**src/rtl/audio_pkg.sv**
```systemverilog
// ============================================================================
// Package : audio_pkg
// Brief   : Shared widths and sample types for the audio-to-FFT stream path.
// Rev     : 1.0  initial release
// ============================================================================
`default_nettype none

package audio_pkg;

  localparam int AXIS_WIDTH   = 32;
  localparam int SAMPLE_WIDTH = 24;
  localparam int OUT_WIDTH    = 16;

  typedef logic signed [SAMPLE_WIDTH-1:0] sample_t;

  // Complex FFT input word: imaginary half on top, real sample below.
  typedef struct packed {
    logic [OUT_WIDTH-1:0] imag;
    logic [OUT_WIDTH-1:0] re;
  } fft_in_t;

endpackage

`default_nettype wire

```
**src/rtl/axis_sample_fifo.sv**
```systemverilog
// ============================================================================
// Module : axis_sample_fifo
// Brief  : Synchronous first-word-fall-through FIFO with wrap-bit pointers.
// Rev    : 1.0  initial release
// ============================================================================
`default_nettype none

module axis_sample_fifo
  import audio_pkg::*;
#(
  parameter int DEPTH = 16,
  parameter int WIDTH = OUT_WIDTH
) (
  input  logic             clk,
  input  logic             rst_n,
  input  logic             wr_en,
  input  logic [WIDTH-1:0] din,
  output logic             full,
  input  logic             rd_en,
  output logic             empty,
  output logic [WIDTH-1:0] dout
);

  localparam int AW = $clog2(DEPTH);

  logic [AW:0]      r_wr_ptr;
  logic [AW:0]      r_rd_ptr;
  logic [WIDTH-1:0] r_mem [DEPTH];
  logic             w_do_rd;
  logic             w_do_wr;

  assign empty   = (r_wr_ptr == r_rd_ptr);
  assign full    = (r_wr_ptr[AW] != r_rd_ptr[AW]) &&
                   (r_wr_ptr[AW-1:0] == r_rd_ptr[AW-1:0]);
  assign dout    = r_mem[r_rd_ptr[AW-1:0]];
  assign w_do_rd = rd_en && !empty;
  // A read on the same edge frees the slot, so a write while full is legal then.
  assign w_do_wr = wr_en && (!full || w_do_rd);

  always_ff @(posedge clk) begin
    if (w_do_wr) begin
      r_mem[r_wr_ptr[AW-1:0]] <= din;
    end
  end

  always_ff @(posedge clk or negedge rst_n) begin
    if (!rst_n) begin
      r_wr_ptr <= '0;
      r_rd_ptr <= '0;
    end else begin
      if (w_do_wr) r_wr_ptr <= r_wr_ptr + (AW+1)'(1);
      if (w_do_rd) r_rd_ptr <= r_rd_ptr + (AW+1)'(1);
    end
  end

endmodule

`default_nettype wire

```
**src/rtl/audio_frame_packer.sv**
```systemverilog
// ============================================================================
// Module : audio_frame_packer
// Brief  : Picks (or mixes) an I2S channel, truncates to 16 bits and emits
//          fixed-length AXI4-Stream frames; drops on overflow, never stalls.
// Config : MONO_MIX_EN - average left/right pairs instead of left-only.
// Rev    : 1.0  initial release
// ============================================================================
`default_nettype none

module audio_frame_packer
  import audio_pkg::*;
#(
  parameter int FRAME_LEN  = 1024,
  parameter int FIFO_DEPTH = 16
) (
  input  logic                  S_AXIS_ACLK,
  input  logic                  S_AXIS_ARESETN,
  input  logic                  S_AXIS_TVALID,
  output logic                  S_AXIS_TREADY,
  input  logic [AXIS_WIDTH-1:0] S_AXIS_TDATA,
  input  logic                  S_AXIS_TLAST,
  output logic                  M_AXIS_TVALID,
  input  logic                  M_AXIS_TREADY,
  output logic [AXIS_WIDTH-1:0] M_AXIS_TDATA,
  output logic                  M_AXIS_TLAST,
  output logic                  overflow
);

  localparam int             CW         = $clog2(FRAME_LEN);
  localparam logic [CW-1:0]  C_LAST_IDX = CW'(FRAME_LEN - 1);

  logic                 r_s_ready;
  logic                 r_conv_valid;
  logic [OUT_WIDTH-1:0] r_conv_data;
  logic                 r_overflow;
  logic [CW-1:0]        r_count;

  logic                 w_accept;
  logic                 w_cand_valid;
  logic [OUT_WIDTH-1:0] w_cand_data;
  logic                 w_full;
  logic                 w_empty;
  logic                 w_rd;
  logic                 w_wr;
  logic [OUT_WIDTH-1:0] w_fifo_dout;
  fft_in_t              w_out;

  assign w_accept = S_AXIS_TVALID && r_s_ready;

`ifdef MONO_MIX_EN
  sample_t                 w_in;
  sample_t                 r_hold;
  logic                    r_hold_valid;
  logic [SAMPLE_WIDTH:0]   w_sum;
  logic                    w_unused_tdata;

  assign w_in           = S_AXIS_TDATA[AXIS_WIDTH-1 -: SAMPLE_WIDTH];
  assign w_unused_tdata = ^S_AXIS_TDATA[AXIS_WIDTH-SAMPLE_WIDTH-1:0];
  assign w_sum          = {r_hold[SAMPLE_WIDTH-1], r_hold} + {w_in[SAMPLE_WIDTH-1], w_in};
  assign w_cand_valid   = w_accept && S_AXIS_TLAST && r_hold_valid;
  // Bits [24:9] of the 25-bit sum are bits [23:8] of the arithmetic half.
  assign w_cand_data    = w_sum[SAMPLE_WIDTH -: OUT_WIDTH];

  always_ff @(posedge S_AXIS_ACLK or negedge S_AXIS_ARESETN) begin
    if (!S_AXIS_ARESETN) begin
      r_hold       <= '0;
      r_hold_valid <= 1'b0;
    end else if (w_accept) begin
      if (!S_AXIS_TLAST) begin
        r_hold       <= w_in;
        r_hold_valid <= 1'b1;
      end else begin
        r_hold_valid <= 1'b0;
      end
    end
  end
`else
  logic w_unused_tdata;

  assign w_unused_tdata = ^S_AXIS_TDATA[AXIS_WIDTH-OUT_WIDTH-1:0];
  assign w_cand_valid   = w_accept && !S_AXIS_TLAST;
  assign w_cand_data    = S_AXIS_TDATA[AXIS_WIDTH-1 -: OUT_WIDTH];
`endif

  assign w_rd = !w_empty && M_AXIS_TREADY;
  assign w_wr = r_conv_valid && (!w_full || w_rd);

  axis_sample_fifo #(
    .DEPTH (FIFO_DEPTH),
    .WIDTH (OUT_WIDTH)
  ) u_fifo (
    .clk   (S_AXIS_ACLK),
    .rst_n (S_AXIS_ARESETN),
    .wr_en (w_wr),
    .din   (r_conv_data),
    .full  (w_full),
    .rd_en (M_AXIS_TREADY),
    .empty (w_empty),
    .dout  (w_fifo_dout)
  );

  always_ff @(posedge S_AXIS_ACLK or negedge S_AXIS_ARESETN) begin
    if (!S_AXIS_ARESETN) begin
      r_s_ready    <= 1'b0;
      r_conv_valid <= 1'b0;
      r_conv_data  <= '0;
      r_overflow   <= 1'b0;
      r_count      <= '0;
    end else begin
      r_s_ready    <= 1'b1;
      r_conv_valid <= w_cand_valid;
      if (w_cand_valid) r_conv_data <= w_cand_data;
      if (r_conv_valid && w_full && !w_rd) r_overflow <= 1'b1;
      if (w_rd) r_count <= (r_count == C_LAST_IDX) ? '0 : r_count + CW'(1);
    end
  end

  // Data is forced to zero when empty so the idle bus matches the reset value.
  always_comb begin
    w_out = '0;
    if (!w_empty) w_out.re = w_fifo_dout;
  end

  assign S_AXIS_TREADY = r_s_ready;
  assign M_AXIS_TVALID = !w_empty;
  assign M_AXIS_TDATA  = w_out;
  assign M_AXIS_TLAST  = (r_count == C_LAST_IDX) && !w_empty;
  assign overflow      = r_overflow;

endmodule

`default_nettype wire

```
**config.mk**
```make
export PLATFORM = sky130hd
export DESIGN_NAME = audio_frame_packer
export DESIGN_NICKNAME = d
export VERILOG_FILES = /design/src/rtl/audio_pkg.sv /design/src/rtl/axis_sample_fifo.sv /design/src/rtl/audio_frame_packer.sv
export SDC_FILE = /design/constraint.sdc
export NUM_CORES = 1
export LEC_CHECK = 0
export ABC_AREA = 1
export CORE_AREA = 5 5 188 190
export DETAILED_ROUTE_END_ITERATION = 8
export DIE_AREA = 0 0 193 195
export GPL_TIMING_DRIVEN = 1
export PLACE_DENSITY = 0.65
export SLEW_MARGIN = 15
export SYNTH_ARGS = -nofsm -noshare
export SYNTH_HDL_FRONTEND = slang
export SYNTH_SLANG_ARGS = --single-unit
export TNS_END_PERCENT = 1
```
**constraint.sdc**
```tcl
create_clock -name S_AXIS_ACLK -period 8 [get_ports S_AXIS_ACLK]
set_input_delay 1.2 -clock S_AXIS_ACLK [delete_from_list [all_inputs] [get_ports S_AXIS_ACLK]]
set_output_delay 1.2 -clock S_AXIS_ACLK [all_outputs]
set_load 0.03 [all_outputs]
```
==> metrics.txt <==
Die Y=approximately 200 um; WL per Instance=~17 um; CTS Buffer Depth=3; CP arrival=4.76 ns; H-tree depth=1; full die area=roughly 38,000 sq um; Pwr Density=332 nW/um^2; Setup Skew=roughly 0.016 ns; number of buffers added on ports=40; reg2reg setup slack=roughly 4 ns; Yosys reg bits=around 300; clk_lat worst skew=around 0.55 ns; post-route cell area=about 15,000 sq um; post-route minimum period=approximately 6 ns; result of the run=finished clean; Reg clk slew, reported paths=0.06 ns; Final Routed Wirelength=about 31,000 um; element type at the critical path end=output port; final slew viol count=0; CTS Hold Buffers Added=0; initial antenna violation count=0; layout net count=about 1,400; routability congestion estimate=0.763; Synth cell types=28; Die Width=~190 um; RSZ-0062 raised after global routing=false; CTS buffer count=31; Post-DP HPWL=around 18,000 um; syn_area_per_cell=between 9 and 10 sq um; Hold Path Class=reg -> reg; post-CTS setup buffer count=0; worst vdd ir=~210 uV; drc violations=0; worst-margin pin slew=about 1.1 ns; Hold Startpoint=overflow; R2R cell count=8; clock sink count=roughly 300; first-pass GRT wire length=between 40,000 and 50,000 um; synth warn=0; worst setup margin=slightly above 2 ns; first-pass iteration count of the detailed router=5; fmax=approximately 0.17 GHz; slew margin rel.=29.1%; num rows=67; Setup CP Type=reg -> out; worst min-delay path endpoint=overflow; Startpoint Class=flop; grt total ovfl=0; endpoints failing setup=0; share of layout cells above drive strength 1=under 10%; vias in the first global route=8,567; CP max FO=66; Max Cap Viol=0; largest net degree at the start of global routing=just under 70; hold path depth=1; clock root cell=clkbuf_16; CTS resizes=0; Reg2Reg Launch Point=u_fifo.r_rd_ptr[0]; Seq/Total Area, Yosys=between 60 and 70%; final hold violation count=0; LEAKAGE=between 6 and 7 nW; reg2reg end=u_fifo.r_mem[15][0]; antenna viol nets, final=0; Gate Count Post-Synth=between 1,000 and 1,500; setup TNS=0 ns; Core ar.=33,300 sq um; 1st-iter DRT viols=roughly 770; I/O pins=between 70 and 80; starting density of the core=between 30% and 40%; vias per cell=4.82; diode count=0; via count=a little under 9,000; pre-CTS WS=2.58 ns; GRT Total Usage=16.3%; synthesized area=roughly 13,000 sq um; CTS tree=yes; final-layout fill cell count=a little over 3,000; Area growth syn-to-layout=13.4%; Final Cycle Share=between 70% and 80%; Critical Path RT=between 6 and 7 ns; Placed Area=14,000 sq um
area by class of cell:
cell class / count / area (sq um) / area share [%]
Sequential cell: 295 / 8670 / 58.1
Multi-Input combinational cell: 793 / 3450 / 23.1
Clock buffer: 40 / 851 / 5.71
Inverter: 200 / 752 / 5.04
Timing Repair Buffer: 62 / 561 / 3.76
Tap cell: 448 / 561 / 3.76
Clock inverter: 15 / 71.3 / 0.478
synthesized netlist by cell type:
cell | count | area (sq um)
a21oi_1 | 16 | 80.1
a41oi_1 | 1 | 8.76
buf_1 | 3 | 11.3
buf_2 | 30 | 150
buf_4 | 24 | 180
buf_6 | 2 | 22.5
clkbuf_1 | 14 | 52.6
clkinv_1 | 1 | 3.75
conb_1 | 2 | 7.51
dfrtp_1 | 39 | 976
edfxtp_1 | 256 | 7690
ha_1 | 6 | 75.1
inv_1 | 193 | 724
inv_2 | 6 | 22.5
nand2_1 | 558 | 2090
nand2_2 | 2 | 12.5
nand3_1 | 138 | 691
nand3_4 | 2 | 35.0
nand3b_1 | 1 | 7.51
nand4_1 | 2 | 12.5
nor2_1 | 13 | 48.8
nor2_2 | 2 | 12.5
nor2_4 | 1 | 11.3
nor3_1 | 16 | 80.1
o21ai_1 | 5 | 25.0
o21bai_1 | 1 | 7.51
xnor2_1 | 5 | 43.8
xor2_1 | 7 | 61.3
layer usage:
layer / wire length (um) / GRT usage, % / share of wire (%)
met5: 0 / 0 / 0
met4: 740 / 4.04 / 2.4
met3: 2260 / 2.73 / 7.3
met2: 14900 / 27.2 / 48
met1: 12900 / 22.3 / 42
flip-flops by register name (all words and copies together), names as in the netlist:
| signal | cells |
|---|---|
| u_fifo.r_rd_ptr | 5 |
| u_fifo.r_wr_ptr | 5 |
| r_conv_data | 16 |
| r_conv_valid | 1 |
| r_count | 10 |
| u_fifo.r_mem | 256 |
| S_AXIS_TREADY | 1 |
| overflow | 1 |
through the flow:
step / cells / util [%] / power (mW) / hold WS [ns]
after global routing: 1853 / 44.8 / 5.23 / 0.514
final: 1853 / 44.8 / 4.95 / 0.511
after floorplan: 1361 / - / 3.10 / 0.471
after global placement: 1798 / 42.0 / 3.63 / 0.494
after detailed placement: 1798 / 42.0 / 3.67 / 0.495
after CTS: 1853 / 44.8 / 4.98 / 0.512
cells by family after synthesis:
group	share of synthesized area, %
other	0.0571
buffers and inverters	8.88
adders and majority gates	0.571
DFF	65.9
AOI/OAI and AO/OA	0.923
and+or+nand+nor	22.9
xor gates and xnor gates	0.800
cells in the final DEF (no fill, tap or decap), types with 16 or more instances in the layout:
cell type / count
nand2_1: 558
edfxtp_1: 256
inv_1: 193
nand3_1: 138
clkdlybuf4s50_1: 39
dfrtp_1: 37
clkbuf_16: 32
buf_4: 22
conb_1: 17
a21oi_1: 16
critical path: stages, from the launching register on:
cell and delay [ns]:
dfrtp_4 0.92, clkinv_2 1.02, buf_4 0.69, nand2_1 0.14, nand3_1 0.08, nand2_1 0.09, nand2_1 0.05, nand2_1 0.09
inv_1 0.05, a21oi_1 0.31, clkdlybuf4s50_1 0.75
where the power goes:
group	internal, mW	total, mW	switching [mW]
Combinational	0.524	1.67	1.14
Clock	0.742	1.31	0.573
Sequential	1.79	1.97	0.172
Total	3.06	4.95	1.89
how the worst max path moves through the flow:
stage | endpoint | startpoint | depth (start not counted)
floorplan | u_fifo.r_mem[12][0] | M_AXIS_TREADY | 5
global placement | M_AXIS_TDATA[6] | u_fifo.r_rd_ptr[0] | 10
detailed placement | M_AXIS_TDATA[6] | u_fifo.r_rd_ptr[0] | 10
CTS | M_AXIS_TDATA[6] | u_fifo.r_rd_ptr[0] | 10
global route | M_AXIS_TDATA[6] | u_fifo.r_rd_ptr[0] | 10
finish | M_AXIS_TDATA[6] | u_fifo.r_rd_ptr[0] | 10
No activity file was read; power rests on OpenSTA's default activity.
